## src/rtl/clk_period_meter.sv

```systemverilog
// clk_period_meter: measures the period and high time of a slow signal
// (typically a divided clock) over WIN consecutive periods, sampled in the
// faster clk domain. Results are reported with a one-cycle done pulse.
//
// Optional feature macro: CLK_PERIOD_METER_DUTY_EN
//   defined   -> high-time counter is built and high_cnt reports it
//   undefined -> high-time logic is removed and high_cnt is tied to zero
module clk_period_meter #(
    parameter int CNT_W       = 16,
    parameter int WIN         = 8,
    parameter int SYNC_STAGES = 2,
    parameter int TIMEOUT     = 4095
) (
    input  logic             clk,
    input  logic             rst_n,
    input  logic             start,
    input  logic             sig_in,
    output logic             busy,
    output logic             done,
    output logic             timeout,
    output logic [CNT_W-1:0] period_cnt,
    output logic [CNT_W-1:0] high_cnt
);

    localparam int EDGE_W = $clog2(WIN + 1);
    localparam int WAIT_W = $clog2(TIMEOUT + 1);
    localparam logic [EDGE_W-1:0] LAST_EDGE = EDGE_W'(WIN - 1);
    localparam logic [WAIT_W-1:0] WAIT_MAX  = WAIT_W'(TIMEOUT);
    localparam logic [CNT_W-1:0]  CNT_MAX   = {CNT_W{1'b1}};

    typedef enum logic [1:0] {
        IDLE = 2'd0,
        ARM  = 2'd1,
        MEAS = 2'd2,
        DONE = 2'd3
    } state_t;

    // Saturating increment: sticks at all-ones instead of wrapping.
    function automatic logic [CNT_W-1:0] sat_inc(input logic [CNT_W-1:0] v);
        if (v == CNT_MAX) begin
            sat_inc = v;
        end else begin
            sat_inc = v + {{(CNT_W-1){1'b0}}, 1'b1};
        end
    endfunction

    state_t                 state_r;
    logic [SYNC_STAGES-1:0] sync_r;
    logic                   sync_d_r;
    logic [CNT_W-1:0]       per_r;
    logic [EDGE_W-1:0]      edge_r;
    logic [WAIT_W-1:0]      wait_r;

    logic                   sync_s;
    logic                   rise_s;
    logic                   wait_hit_s;
    logic [CNT_W-1:0]       per_nxt_s;

    // sig_in is asynchronous: bring it through a plain flop chain, then
    // keep one more delayed copy for rising-edge detection.
    always_ff @(posedge clk or negedge rst_n) begin
        if (!rst_n) begin
            sync_r   <= {SYNC_STAGES{1'b0}};
            sync_d_r <= 1'b0;
        end else begin
            sync_r   <= {sync_r[SYNC_STAGES-2:0], sig_in};
            sync_d_r <= sync_r[SYNC_STAGES-1];
        end
    end

    // Edge detect and next-count values shared by the FSM and the high counter.
    always_comb begin
        sync_s     = sync_r[SYNC_STAGES-1];
        rise_s     = sync_s & ~sync_d_r;
        wait_hit_s = (wait_r == WAIT_MAX);
        per_nxt_s  = sat_inc(per_r);
    end

    // Measurement FSM: arm on start, count over WIN periods, latch or abort.
    // A rise always beats a simultaneous timeout.
    always_ff @(posedge clk or negedge rst_n) begin
        if (!rst_n) begin
            state_r    <= IDLE;
            busy       <= 1'b0;
            done       <= 1'b0;
            timeout    <= 1'b0;
            period_cnt <= {CNT_W{1'b0}};
            per_r      <= {CNT_W{1'b0}};
            edge_r     <= {EDGE_W{1'b0}};
            wait_r     <= {WAIT_W{1'b0}};
        end else begin
            case (state_r)
                IDLE: begin
                    done <= 1'b0;
                    if (start) begin
                        state_r <= ARM;
                        busy    <= 1'b1;
                        timeout <= 1'b0;
                        per_r   <= {CNT_W{1'b0}};
                        edge_r  <= {EDGE_W{1'b0}};
                        wait_r  <= {WAIT_W{1'b0}};
                    end
                end
                ARM: begin
                    if (rise_s) begin
                        state_r <= MEAS;
                        per_r   <= {CNT_W{1'b0}};
                        edge_r  <= {EDGE_W{1'b0}};
                        wait_r  <= {WAIT_W{1'b0}};
                    end else if (wait_hit_s) begin
                        state_r    <= DONE;
                        period_cnt <= {CNT_W{1'b0}};
                        timeout    <= 1'b1;
                        done       <= 1'b1;
                        busy       <= 1'b0;
                    end else begin
                        wait_r <= wait_r + {{(WAIT_W-1){1'b0}}, 1'b1};
                    end
                end
                MEAS: begin
                    per_r <= per_nxt_s;
                    if (rise_s) begin
                        edge_r <= edge_r + {{(EDGE_W-1){1'b0}}, 1'b1};
                        wait_r <= {WAIT_W{1'b0}};
                        if (edge_r == LAST_EDGE) begin
                            state_r    <= DONE;
                            period_cnt <= per_nxt_s;
                            done       <= 1'b1;
                            busy       <= 1'b0;
                        end
                    end else if (wait_hit_s) begin
                        state_r    <= DONE;
                        period_cnt <= {CNT_W{1'b0}};
                        timeout    <= 1'b1;
                        done       <= 1'b1;
                        busy       <= 1'b0;
                    end else begin
                        wait_r <= wait_r + {{(WAIT_W-1){1'b0}}, 1'b1};
                    end
                end
                DONE: begin
                    done    <= 1'b0;
                    state_r <= IDLE;
                end
                default: begin
                    state_r <= IDLE;
                    busy    <= 1'b0;
                    done    <= 1'b0;
                end
            endcase
        end
    end

`ifdef CLK_PERIOD_METER_DUTY_EN
    logic [CNT_W-1:0] high_r;
    logic [CNT_W-1:0] high_nxt_s;
    logic             clr_s;
    logic             latch_s;
    logic             abort_s;

    // Decode the FSM events that clear, latch or zero the high-time count.
    always_comb begin
        high_nxt_s = sync_s ? sat_inc(high_r) : high_r;
        clr_s      = ((state_r == IDLE) && start) || ((state_r == ARM) && rise_s);
        latch_s    = (state_r == MEAS) && rise_s && (edge_r == LAST_EDGE);
        abort_s    = ((state_r == ARM) || (state_r == MEAS)) && !rise_s && wait_hit_s;
    end

    // High-time counter runs alongside the period counter during MEAS.
    always_ff @(posedge clk or negedge rst_n) begin
        if (!rst_n) begin
            high_r   <= {CNT_W{1'b0}};
            high_cnt <= {CNT_W{1'b0}};
        end else begin
            if (clr_s) begin
                high_r <= {CNT_W{1'b0}};
            end else if (state_r == MEAS) begin
                high_r <= high_nxt_s;
            end else begin
                high_r <= high_r;
            end
            if (latch_s) begin
                high_cnt <= high_nxt_s;
            end else if (abort_s) begin
                high_cnt <= {CNT_W{1'b0}};
            end else begin
                high_cnt <= high_cnt;
            end
        end
    end
`else
    assign high_cnt = {CNT_W{1'b0}};
`endif

endmodule

```

## config.mk

```make
export PLATFORM = sky130hd
export DESIGN_NAME = clk_period_meter
export DESIGN_NICKNAME = d
export VERILOG_FILES = /design/src/rtl/clk_period_meter.sv
export SDC_FILE = /design/constraint.sdc
export NUM_CORES = 1
export LEC_CHECK = 0
export BUFFER_PORTS_ARGS = -buffer_cell sky130_fd_sc_hd__buf_2
export CORE_UTILIZATION = 40
export DETAILED_ROUTE_END_ITERATION = 6
export PLACE_DENSITY_LB_ADDON = 0.05
export SYNTH_ARGS = -nofsm -noshare
export SYNTH_HDL_FRONTEND = slang
export SYNTH_SLANG_ARGS = --single-unit
```

## constraint.sdc

```tcl
create_clock -name clk -period 2.6 [get_ports clk]
set_clock_uncertainty 0.05 [all_clocks]
set_input_delay 0.52 -clock clk [delete_from_list [all_inputs] [get_ports clk]]
set_output_delay 0.52 -clock clk [all_outputs]
set_load 0.01 [all_outputs]
```

=== Word level (Yosys, flattened, before mapping) ===
Index checks and enable logic that the tools add are counted.
W data, S select, Z words.

* Register bits after elaboration: 56
* Bits in latches: 0
* Memory bits (writable): 0
* Memory bits (read-only): 0
* Input port bits: 4
* Logic and storage cells: 81
* Memories kept: 0

* $add $sub $neg: 3
* $mul: 0
* Divide/modulo/power cells: 0
* $lt $le $gt $ge: 0
* Equal/unequal tests: 14
* Shifts and indexed selects: 0
* Multiplexer cells: 38
* Bitwise logic cells: 2
* Reduce and logical (&&, ||, !) cells: 14

{| class="wikitable"
|+ Operators by type and width
! cell !! count
|-
| $mux W16 || 7
|-
| $pmux W16 S3 || 1
|-
| $mux W12 || 3
|-
| $pmux W16 S2 || 1
|-
| $pmux W12 S2 || 1
|-
| $add A16 B1 Y16 const B || 1
|-
| $eq A16 B16 Y1 const B || 1
|-
| $add A12 B1 Y12 const B || 1
|-
| $eq A12 B12 Y1 const B || 1
|-
| $mux W1 || 12
|-
| $mux W4 || 3
|-
| $pmux W4 S3 || 1
|-
| $reduce_and A4 Y1 || 3
|-
| $mux W2 || 5
|-
| $ne A2 B2 Y1 const B || 5
|-
| $reduce_and A3 Y1 || 3
|-
| $pmux W2 S4 || 1
|-
| $ne A3 B3 Y1 const B || 2
|-
| $pmux W1 S3 || 2
|-
| $add A4 B1 Y4 const B || 1
|-
| $eq A2 B2 Y1 const B || 2
|-
| $eq A4 B3 Y1 const B || 1
|-
| $reduce_and A2 Y1 || 2
|-
| $reduce_bool A2 Y1 || 2
|-
| other kinds (8) || 9
|}

=== Depth between registers and ports, before layout ===
Gate-level depths: netlist of the first run.

* Word-level depth: 5
* Depth in mapped cells: 9
* Gate-level depth less buffers: 7

=== Least setup slack after synthesis of the first run ===
No wires, ideal clock.

* Path type: flip-flop to flip-flop
* Start: reg state_r[1]
* End: reg period_cnt[0]
* Arrival: 1.946 ns
* Required time: 2.420 ns
* Path slack: 0.474 ns
* Cell stages (with the launch flop): 10
* Buffers on the path: 3
* Clock period less this slack: 2.126 ns
* Path through: dfrtp_1 -> inv_1 -> ha_1 -> clkbuf_1 -> or4_1 -> clkbuf_1 -> o41ai_2 -> a21oi_2 -> buf_6 -> o2bb2ai_1

* Word-level cells in the longest chain between the ends: 3
* Elaborated cells between the ends (all ways): 7
* Those cells by class: eq/ne: 4; mux: 1; reduce/logical: 2

{| class="wikitable"
|+ Ends and longest elaborated chain
! item !! RTL line !! source
|-
| start, declared || 47 || <nowiki>state_t state_r;</nowiki>
|-
| start signal, assigned || 83 || <nowiki>state_r <= IDLE;</nowiki>
|-
| start signal, assigned || 96 || <nowiki>state_r <= ARM;</nowiki>
|-
| start signal, assigned || 106 || <nowiki>state_r <= MEAS;</nowiki>
|-
| $eq A2 B2 Y1 / $eq A2 B1 Y1 (equally long branches) || 92 || <nowiki>case (state_r)</nowiki>
|-
| $ne A3 B3 Y1 (no source line) (tied with other cells) || - ||
|-
| $reduce_and A3 Y1 (no source line) || - ||
|-
| end signal, assigned || 87 || <nowiki>period_cnt <= {CNT_W{1'b0}};</nowiki>
|-
| end signal, assigned || 112 || <nowiki>period_cnt <= {CNT_W{1'b0}};</nowiki>
|-
| end signal, assigned || 127 || <nowiki>period_cnt <= per_nxt_s;</nowiki>
|-
| end, declared || 21 || <nowiki>output logic [CNT_W-1:0] period_cnt,</nowiki>
|}

Parallel ways exist; a longest one is shown, timed or not.
A chain may end at the register's enable or synchronous reset.

=== Final worst setup path of the first run ===
* Start: reg wait_r[0]
* End: reg period_cnt[11]

* Word-level cells in the longest chain between the ends: 4
* Elaborated cells between the ends (all ways): 5
* Those cells by class: eq/ne: 1; mux: 4

{| class="wikitable"
|+ Ends and longest elaborated chain
! item !! RTL line !! source
|-
| start, declared || 52 || <nowiki>logic [WAIT_W-1:0] wait_r;</nowiki>
|-
| start signal, assigned || 90 || <nowiki>wait_r <= {WAIT_W{1'b0}};</nowiki>
|-
| start signal, assigned || 101 || <nowiki>wait_r <= {WAIT_W{1'b0}};</nowiki>
|-
| start signal, assigned || 109 || <nowiki>wait_r <= {WAIT_W{1'b0}};</nowiki>
|-
| $eq A12 B12 Y1 * || 75 || <nowiki>wait_hit_s = (wait_r == WAIT_MAX);</nowiki>
|-
| $mux W16 * || - ||
|-
| $mux W16, on equally long branches || - ||
|-
| $pmux W16 S2 * || - ||
|}

Every way passes the cells marked *; elsewhere a longest branch is shown, timed or not. The select of a mux whose other input is x is not followed.

==> impl_metrics.tcl, run 1 <==
set metrics [dict create \
    outcome "complete, no violations" \
    ys_types 54 \
    drv.max_cap_violation_count 0 \
    pin_count_of_the_biggest_net_entering_global_routing 34 \
    busiest_layer "met2" \
    gp_congestion 0.7852 \
    max-vdd-ir-drop_mv 0.2230 \
    ctsResizeCount 0 \
    totalWireLength_um 7302 \
    grt_pass1_wl_um 12270 \
    detailedPlacementHpwl_um 5093 \
    rows 32 \
    grt.total_usage 0.1848 \
    final_period_minus_worst_setup_slack_ns 2.341 \
    cts_inserted_buffers 5 \
    die-area_mm2 0.008360 \
    cts.repair_timing.setup_buffer_count 0 \
    worstHoldPathType "input pin to asynchronous set/reset pin" \
    timing.critical_path.to_type "flop" \
    synth_flop_cell "sky130_fd_sc_hd__dfrtp_1" \
    drtPass1Iterations 4 \
    ant_nets 0 \
    syn_inst_count 348 \
    grt_util_met2 0.3089 \
    synth_enable_flop_cells 0 \
    arrival_ns 2.51 \
    grt.overflow.total 0 \
    clk_pin_slew_ns 0.12 \
    maxClockFrequency_mhz 427.1 \
    final-max-slew-violation-count 0 \
    dr_total_vias 2615 \
    final_layout_size_suffix_gt1_frac 0.1456 \
    final_net_count 382 \
    post-layout-total-power_mw 2.169 \
    tightest_slew_ns 0.8484 \
    antenna_violations_before_repair 0 \
    initial_core_util 0.4140 \
    unrepaired_setup_endpoints_after_global_routing "false" \
    detailedRoute.firstIterationViolations 158 \
    power.static_leakage_nw 1.509 \
    asyncSetResetFlopFracSynth 1.000 \
    grt_pass1_vias 2436 \
    post_layout_nonfiller_instances 473 \
    avgRoutedWirePerCell_um 15.44 \
    yosysMostFrequentCell "sky130_fd_sc_hd__dfrtp_1" \
    synth.top_cell.area_share 0.4380 \
    hold_viol_final 0 \
    use_met1 0.2447 \
    clk_latency_ns 0.32 \
    die_height_um 91.44 \
    syn_area_mm2 0.003199 \
    synth_top_area_cell "sky130_fd_sc_hd__dfrtp_1" \
    num_io_pins 39 \
    synth_top_cells_by_area "sky130_fd_sc_hd__dfrtp_1 44%, sky130_fd_sc_hd__a21oi_1 4.7%, sky130_fd_sc_hd__nand3_1 4.7%, sky130_fd_sc_hd__buf_4 4.0%, sky130_fd_sc_hd__nand2_1 3.5%" \
    setup_total_neg_slack_ns 0 \
    placed_cells_incl_taps 465 \
    critPathLaunchType "flop" \
    synthesis.area_per_instance_um2 9.193 \
    buffer_ports.inserted 22 \
    post_synth_most_frequent_cells "56 x sky130_fd_sc_hd__dfrtp_1, 30 x sky130_fd_sc_hd__a21oi_1, 30 x sky130_fd_sc_hd__nand2_1, 30 x sky130_fd_sc_hd__nand3_1, 29 x sky130_fd_sc_hd__nor2_1" \
    vias_per_cell 5.529 \
    synth.ff_latch_count 56 \
    finalCritPeriodShare 0.9006 \
    ctsLongestPathBuffers 2 \
    slew-limit-headroom 0.4344 \
    p_per_area_mw_per_mm2 623.0 \
    timing.critical_path.fanout_max 15 \
    worstSetupPathType "flop to flop" \
    ctsHtreeMaxLevel 2 \
    tritoncts_clock_tree "yes" \
    signed_area_change_from_the_synthesized_netlist_to_the_final_layout_pct 8.799 \
    met3_usage 0.03518 \
    cts.sinks 56 \
    floorplan.die.width_um 91.44 \
    finalSetupViolCount 0 \
    yosys_warnings 0 \
    coreArea_mm2 0.007727 \
    antenna-diode-count 0 \
    cts_hold_repair.buffers 0 \
    ys_seq_area_frac 0.4380 \
    cts.root.buffer_cell "sky130_fd_sc_hd__clkbuf_8" \
    worstPathRequired_ns 2.77 \
    drc 0 \
]
## worst paths after layout
kind	startpoint	endpoint	slack [ns]	cells past startpoint
worst max-delay path	wait_r[0]$_DFFE_PN0P_	period_cnt[11]$_DFFE_PN0P_	0.26	6
worst min-delay path	rst_n	wait_r[4]$_DFFE_PN0P_	0.13	1
worst max register to register	wait_r[0]$_DFFE_PN0P_	period_cnt[11]$_DFFE_PN0P_	0.26	6
worst min register to register	sync_r[0]$_DFF_PN0_	sync_r[1]$_DFF_PN0_	0.30	0
max in group asynchronous	rst_n	per_r[9]$_DFFE_PN0P_	1.77	2
min in group clk	sig_in	sync_r[0]$_DFF_PN0_	0.26	1
## state kept, by name (all words and copies together), names as in the netlist
| signal | cells |
|---|---|
| state_r | 2 |
| edge_r | 4 |
| busy | 1 |
| sync_d_r | 1 |
| sync_r | 2 |
| timeout | 1 |
| per_r | 16 |
| wait_r | 12 |
| done | 1 |
| period_cnt | 16 |
## placed cells by master, fill, tap and decap left out, drive strengths merged, types with 8 or more instances in the layout
cell type / Yosys / routed
dfrtp: 56 / 56
buf: 20 / 33
nand2: 31 / 31
a21oi: 31 / 31
nand3: 30 / 30
nor2: 30 / 30
conb: 1 / 16
o21ai: 16 / 16
o2bb2ai: 11 / 11
xor2: 8 / 8
ha: 8 / 8
inv: 7 / 8
## worst max-delay path: stages, from the launching register on
cell and delay (ns):
sky130_fd_sc_hd__dfrtp_1 0.41, sky130_fd_sc_hd__ha_1 0.24, sky130_fd_sc_hd__nand2_2 0.11, sky130_fd_sc_hd__or4_1 0.57, sky130_fd_sc_hd__o41ai_2 0.32, sky130_fd_sc_hd__a21oi_2 0.23, sky130_fd_sc_hd__a22o_1 0.30
## area by class of cell
type,instances,area [um^2]
clock buffer,5,68.82
clock inverter,3,21.27
fill,783,4247
inverter,7,26.28
multi-input combinational,267,1630
sequential,56,1401
tap,102,127.6
timing repair buffer,33,205.2
## where the power goes
group	switching [mW]	internal, mW
clock network	0.314	0.192
logic	0.473	0.231
registers	0.0409	0.916
## per-layer routing
layer / up-vias / part of all wire
li1: 1287 / -
met1: 1260 / 0.47
met2: 60 / 0.49
met3: 8 / 0.037
met4: 0 / 0.0099
met5: - / 0
## kinds of logic after synthesis
| kind of cell | Yosys count | synth area share |
|---|---|---|
| AND/OR/NAND/NOR | 138 | 0.2225 |
| buffers and inverters | 40 | 0.07000 |
| adder cells (fa/ha/maj) | 8 | 0.03129 |
| flip-flops | 56 | 0.4380 |
| other | 1 | 0.001172 |
| XOR/XNOR | 12 | 0.03285 |
| multiplexers | 2 | 0.006258 |
| AO/OA/AOI/OAI | 91 | 0.1979 |
## metrics by stage
| step | setup WS [ns] | area, um^2 | util | hold slack, ns |
|---|---|---|---|---|
| after detailed placement | 0.2804 | 3391 | 0.4388 | 0.2977 |
| after global routing | 0.1260 | 3481 | 0.4505 | 0.1648 |
| after floorplan | 0.4740 | 3256 | - | 0.1744 |
| after CTS | 0.2213 | 3481 | 0.4505 | 0.1443 |
| after global placement | 0.3148 | 3391 | 0.4388 | 0.2825 |
| final | 0.2586 | 3481 | 0.4505 | 0.1286 |
Note: power is estimated with default switching activity, not from simulation.
==> inputs of run 2 (changes only) <==
Settings changed: ABC_AREA from default to 1.
Clock period 2.6 ns to 2 ns, I/O delays scaled along.
==> run 2 against run 1 <==
Against the previous run: die area grew 4.5%; global-route usage decreased by 0.78 points; synthesized cell count up 30%; non-clock buffer count is 3 lower; core utilization is 0.69 points higher; worst setup slack worse by 0.12 ns; worst hold slack got worse by 0.10 ns; via count up 5.6%; first-iteration DRC count decreased by 28%; clock-buffer cell count is 1 higher; register-to-register slack got worse by 0.12 ns; clock power increased by 17%.
==> impl_metrics.tcl, run 2 <==
set metrics [dict create \
    initial_core_util 0.4242 \
    r2r_slack_ns 0.14 \
    routed.top_layer "met4" \
    post_synth_most_frequent_cells "168 x sky130_fd_sc_hd__nand2_1, 56 x sky130_fd_sc_hd__dfrtp_1, 46 x sky130_fd_sc_hd__nand3_1, 46 x sky130_fd_sc_hd__nor2_1, 33 x sky130_fd_sc_hd__inv_1" \
    placement.setup.worst_slack_ns 0.1176 \
    yosys_warnings 0 \
    num_io_pins 39 \
    wl_met2_um 2958 \
    final-max-slew-violation-count 0 \
    synth-compound-area-share 0.04675 \
    final_net_count 492 \
    ys_types 31 \
    worstHoldPathType "input pin to asynchronous set/reset pin" \
    synth_top_cells_by_area "sky130_fd_sc_hd__dfrtp_1 42%, sky130_fd_sc_hd__nand2_1 19%, sky130_fd_sc_hd__nand3_1 6.9%, sky130_fd_sc_hd__nor2_1 5.2%, sky130_fd_sc_hd__buf_4 4.0%" \
    hold_viol_final 0 \
    max-vdd-ir-drop_mv 0.4569 \
    drtPass1Iterations 4 \
    synth.top_cell.area_share 0.4188 \
    synth_adder_area_share 0.02992 \
    grt.overflow.total 0 \
    coreArea_mm2 0.007888 \
    post_layout_nonfiller_instances 582 \
    worstPathRequired_ns 2.14 \
    outcome "complete, no violations" \
    timing.critical_path.to_type "flop" \
    asyncSetResetFlopFracSynth 1.000 \
    synth_xor_xnor_area_share 0.03403 \
    drc 0 \
    timing.critical_path.fanout_max 14 \
    final_period_minus_worst_setup_slack_ns 1.860 \
    met3RoutedLength_um 255 \
    setup_total_neg_slack_ns 0 \
    die_height_um 93.46 \
    clk_latency_ns 0.30 \
    finalHoldWorstSlack_ns 0.02675 \
    ctsLongestPathBuffers 2 \
    r2r_start "state_r[0]$_DFFE_PN0P_" \
    biggestRegsByFlops "per_r x16, period_cnt x16, wait_r x12" \
    rows 32 \
    ys_seq_area_frac 0.4188 \
    antenna_violations_before_repair 0 \
    layout_common_cells "168 x sky130_fd_sc_hd__nand2_1, 55 x sky130_fd_sc_hd__dfrtp_1, 46 x sky130_fd_sc_hd__nor2_1, 46 x sky130_fd_sc_hd__nand3_1, 33 x sky130_fd_sc_hd__inv_1" \
    cts_hold_repair.buffers 0 \
    yosys-mux-area-fraction 0 \
    cts.root.buffer_cell "sky130_fd_sc_hd__clkbuf_8" \
    final_layout_size_suffix_gt1_frac 0.1271 \
    synth_enable_flop_cells 0 \
    buffer_ports.inserted 22 \
    cts_inserted_buffers 5 \
    grt_pass1_wl_um 12150 \
    signed_area_change_from_the_synthesized_netlist_to_the_final_layout_pct 7.816 \
    post-layout-total-power_mw 3.205 \
    gp_congestion 0.8527 \
    syn_area_mm2 0.003346 \
    dr_total_vias 2762 \
    ctsHtreeMaxLevel 2 \
    placed_cells_incl_taps 574 \
    tritoncts_clock_tree "yes" \
    unrepaired_setup_endpoints_after_global_routing "false" \
    synth-simple-area-share 0.3661 \
    drv.max_cap_violation_count 0 \
    synth_flop_cell "sky130_fd_sc_hd__dfrtp_1" \
    finalCritPeriodShare 0.9301 \
    synth_top_area_cell "sky130_fd_sc_hd__dfrtp_1" \
    detailedRoute.firstIterationViolations 113 \
    die-area_mm2 0.008734 \
    syn_inst_count 453 \
    pin_count_of_the_biggest_net_entering_global_routing 57 \
    antenna-diode-count 0 \
    finalSetupViolCount 0 \
    ant_nets 0 \
    synth_top_family_by_area "simple AND/OR/NAND/NOR gates" \
    met1_length_um 3844 \
    synth.ff_latch_count 56 \
    layout_commonest_cell "sky130_fd_sc_hd__nand2_1" \
    worst_slack_ns 0.1398 \
    worstSetupPathType "flop to flop" \
    timing.rr.end "per_r[12]$_DFFE_PN0P_" \
    arrival_ns 2.00 \
    yosysMostFrequentCell "sky130_fd_sc_hd__nand2_1" \
    totalWireLength_um 7135 \
    r2r.worst_path.cells 9 \
    p_per_area_mw_per_mm2 888.6 \
    cts.sinks 56 \
    floorplan.die.width_um 93.46 \
    power.static_leakage_nw 1.889 \
    grt_pass1_vias 2479 \
    synthesis.area_per_instance_um2 7.386 \
    critPathLaunchType "flop" \
    clk_pin_slew_ns 0.10 \
    avgRoutedWirePerCell_um 12.26 \
    maxClockFrequency_mhz 537.6 \
    detailedPlacementHpwl_um 5215 \
    grt.total_usage 0.1770 \
    vias_per_cell 4.746 \
]
run 2: worst max path at each step:
stage | slack [ns] | depth (start not counted) | startpoint | endpoint
global placement | 0.15 | 9 | state_r[1]$_DFFE_PN0P_ | per_r[12]$_DFFE_PN0P_
CTS | 0.10 | 10 | state_r[1]$_DFFE_PN0P_ | per_r[3]$_DFFE_PN0P_
global route | 0.01 | 9 | state_r[0]$_DFFE_PN0P_ | per_r[12]$_DFFE_PN0P_
floorplan | 0.31 | 12 | state_r[0]$_DFFE_PN0P_ | period_cnt[5]$_DFFE_PN0P_
finish | 0.14 | 9 | state_r[0]$_DFFE_PN0P_ | per_r[12]$_DFFE_PN0P_
detailed placement | 0.12 | 10 | state_r[1]$_DFFE_PN0P_ | per_r[2]$_DFFE_PN0P_
run 2: power by group:
| part | total [mW] | switching, mW | internal, mW |
|---|---|---|---|
| clock network | 0.595 | 0.355 | 0.240 |
| logic | 1.26 | 0.868 | 0.389 |
| registers | 1.35 | 0.105 | 1.25 |
| total | 3.21 | 1.33 | 1.88 |
run 2: repair_timing:
action / 4_1_cts / 5_1_grt
buffers inserted: 0 / 1
gates resized for setup: 0 / 6
setup endpoints to repair: 0 / 27
run 2: kinds of logic after synthesis:
kind of cell / count (synthesis)
and+or+nand+nor: 285
buffers and inverters: 63
DFF: 56
AOI/OAI and AO/OA: 27
xor gates and xnor gates: 13
adders and majority gates: 8
other: 1
run 2: critical path, stage by stage (launching register included):
cell,delay [ns]
sky130_fd_sc_hd__dfrtp_1,0.40
sky130_fd_sc_hd__inv_1,0.11
sky130_fd_sc_hd__ha_1,0.22
sky130_fd_sc_hd__inv_1,0.09
sky130_fd_sc_hd__nor2_2,0.07
sky130_fd_sc_hd__nor2_4,0.22
sky130_fd_sc_hd__nand2_2,0.11
sky130_fd_sc_hd__buf_4,0.21
sky130_fd_sc_hd__inv_1,0.14
sky130_fd_sc_hd__o21ai_0,0.11
run 2: metrics by stage:
stage	utilization	instance area, um^2
final	0.4573	3607
after global routing	0.4573	3607
after CTS	0.4545	3585
after detailed placement	0.4446	3507
after global placement	0.4446	3507
after floorplan	-	3402
run 2: routing by layer:
layer | vias to the layer above | global-route usage
li1 | 1438 | -
met1 | 1263 | 0.2669
met2 | 54 | 0.2610
met3 | 7 | 0.02927
met4 | 0 | 0.04615
met5 | - | 0
run 2: cell type report:
class,count,area (um^2)
Tap cell,102,127.6
Multi-Input combinational cell,349,1663
Clock buffer,6,72.57
Inverter,38,150.1
Sequential cell,56,1403
Clock inverter,1,5.005
Fill cell,787,4280
Timing Repair Buffer,30,186.4
==> inputs of run 3 (changes only) <==
Settings changed: CORE_ASPECT_RATIO from default to 1.5.
==> run 3 against run 2 <==
Against the previous run: clock-buffer cell count increased by 1; routed wire length is 12% higher; critical path depth unchanged; flip-flop and latch count did not move; critical path type unchanged; register-to-register slack about the same; largest cell class unchanged; sequential power about the same; core utilization up 0.23 points; worst setup slack better by 0.015 ns; combinational power grew 5%; design area grew 2.7%; global-route usage rose by 2.3 points.
==> impl_metrics.tcl, run 3 (synthesis gave the netlist of run 2 again) <==
set metrics [dict create \
    drc 0 \
    worst_slack_ns 0.1543 \
    totalWireLength_um 7992 \
    finalSetupViolCount 0 \
    biggestRegsByFlops "per_r x16, period_cnt x16, wait_r x12" \
    cts_hold_repair.buffers 0 \
    final_layout_size_suffix_gt1_frac 0.1292 \
    num_io_pins 39 \
    arrival_ns 1.97 \
    grt_pass1_wl_um 13570 \
    layout_commonest_cell "sky130_fd_sc_hd__nand2_1" \
    final_util 0.4596 \
    power.static_leakage_nw 1.932 \
    grt.overflow.total 0 \
    worstHoldPathType "input pin to asynchronous set/reset pin" \
    drtPass1Iterations 4 \
    antenna_violations_before_repair 0 \
    unrepaired_setup_endpoints_after_global_routing "false" \
    dr_total_vias 2851 \
    r2r_start "state_r[1]$_DFFE_PN0P_" \
    max-vdd-ir-drop_mv 0.3836 \
    clk_pin_slew_ns 0.07 \
    multi_input_logic_area_mm2 0.001663 \
    final_period_minus_worst_setup_slack_ns 1.846 \
    detailedPlacementHpwl_um 5922 \
    cts.root.buffer_cell "sky130_fd_sc_hd__clkbuf_16" \
    grt_pass1_vias 2894 \
    wl_met2_um 4349 \
    avgRoutedWirePerCell_um 13.66 \
    final-max-slew-violation-count 0 \
    placement.setup.worst_slack_ns 0.1024 \
    critPathLaunchType "flop" \
    setup_total_neg_slack_ns 0 \
    buffer_ports.inserted 22 \
    rows 40 \
    signed_area_change_from_the_synthesized_netlist_to_the_final_layout_pct 10.70 \
    grt.total_usage 0.1998 \
    post-layout-total-power_mw 3.607 \
    ctsLongestPathBuffers 2 \
    antenna-diode-count 0 \
    met1_length_um 3266 \
    r2r.worst_path.cells 9 \
    p_per_area_mw_per_mm2 974.0 \
    layout.area.seq_mm2 0.001401 \
    timing.critical_path.to_type "flop" \
    r2r_slack_ns 0.15 \
    timing.critical_path.fanout_max 8 \
    worstPathRequired_ns 2.13 \
    initial_core_util 0.4152 \
    vias_per_cell 4.874 \
    outcome "complete, no violations" \
    timing.rr.end "per_r[2]$_DFFE_PN0P_" \
    cts.sinks 56 \
    cts.repair_timing.setup_buffer_count 0 \
    detailedRoute.firstIterationViolations 153 \
    drv.max_cap_violation_count 0 \
    final_design_area_no_fill_mm2 0.003704 \
    met3RoutedLength_um 204 \
    die-area_mm2 0.008742 \
    postPlaceCellArea_mm2 0.003543 \
    ant_nets 0 \
    hold_viol_final 0 \
    pin_count_of_the_biggest_net_entering_global_routing 57 \
    die_height_um 114.0 \
    coreArea_mm2 0.008058 \
    routed.top_layer "met4" \
    layout_common_cells "168 x sky130_fd_sc_hd__nand2_1, 56 x sky130_fd_sc_hd__dfrtp_1, 46 x sky130_fd_sc_hd__nand3_1" \
    finalCritPeriodShare 0.9228 \
    final_net_count 492 \
    gp_congestion 0.8427 \
    cts_inserted_buffers 5 \
    worstSetupPathType "flop to flop" \
    ctsHtreeMaxLevel 2 \
    floorplan.die.width_um 76.68 \
    tritoncts_clock_tree "yes" \
    n_fill_cell 843 \
    maxClockFrequency_mhz 541.8 \
    clk_latency_ns 0.30 \
]
## run 3: changes by cell type in the layout (fill, tap and decap cells not counted), sizes merged
cell	change
clkbuf	+1
clkinv	-1
## run 3: how the worst max path moves through the flow
stage,from,endpoint,slack [ns]
global placement,state_r[1]$_DFFE_PN0P_,per_r[12]$_DFFE_PN0P_,0.18
floorplan,state_r[0]$_DFFE_PN0P_,period_cnt[5]$_DFFE_PN0P_,0.31
CTS,state_r[0]$_DFFE_PN0P_,period_cnt[0]$_DFFE_PN0P_,0.09
finish,state_r[1]$_DFFE_PN0P_,per_r[2]$_DFFE_PN0P_,0.15
global route,state_r[0]$_DFFE_PN0P_,period_cnt[12]$_DFFE_PN0P_,0.01
detailed placement,state_r[0]$_DFFE_PN0P_,period_cnt[0]$_DFFE_PN0P_,0.10
## run 3: repair_timing
item / CTS / global route
hold endpoints to repair: 0 / 0
setup endpoints to repair: 0 / 17
gates resized for setup: 0 / 3
## run 3: metrics by stage
stage	hold slack, ns	instances
3_5_place_dp	0.2864	578
2_1_floorplan	0.05441	468
6_report	0.04674	585
4_1_cts	0.06620	585
5_1_grt	0.08473	585
3_3_place_gp	0.2854	578
## run 3: layout make-up
cell class,instances,share of cell area
Sequential cell,56,0.3784
Timing Repair Buffer,30,0.05608
Tap cell,105,0.03547
Multi-Input combinational cell,349,0.4490
Clock buffer,7,0.04122
Inverter,38,0.03986
## run 3: where the power goes
| part | internal [mW] | switching, mW | leakage, nW |
|---|---|---|---|
| logic | 0.417 | 0.901 | 1.09 |
| registers | 1.25 | 0.108 | 0.764 |
| clock network | 0.527 | 0.407 | 0.0760 |
## run 3: worst max-delay path, cell delays in order (launching register included)
cell and delay [ns]:
sky130_fd_sc_hd__dfrtp_1 0.43, sky130_fd_sc_hd__inv_1 0.10, sky130_fd_sc_hd__ha_1 0.20, sky130_fd_sc_hd__inv_1 0.09, sky130_fd_sc_hd__nor2_2 0.07, sky130_fd_sc_hd__nor2_4 0.20
sky130_fd_sc_hd__nand2_2 0.14, sky130_fd_sc_hd__buf_4 0.19, sky130_fd_sc_hd__inv_1 0.14, sky130_fd_sc_hd__o21ai_0 0.11
## run 3: layer usage
| metal | vias up | GRT usage |
|---|---|---|
| met4 | 0 | 0.09103 |
| met3 | 15 | 0.03200 |
| met5 | - | 0 |
| met2 | 46 | 0.3863 |
| met1 | 1345 | 0.2077 |
| li1 | 1445 | - |
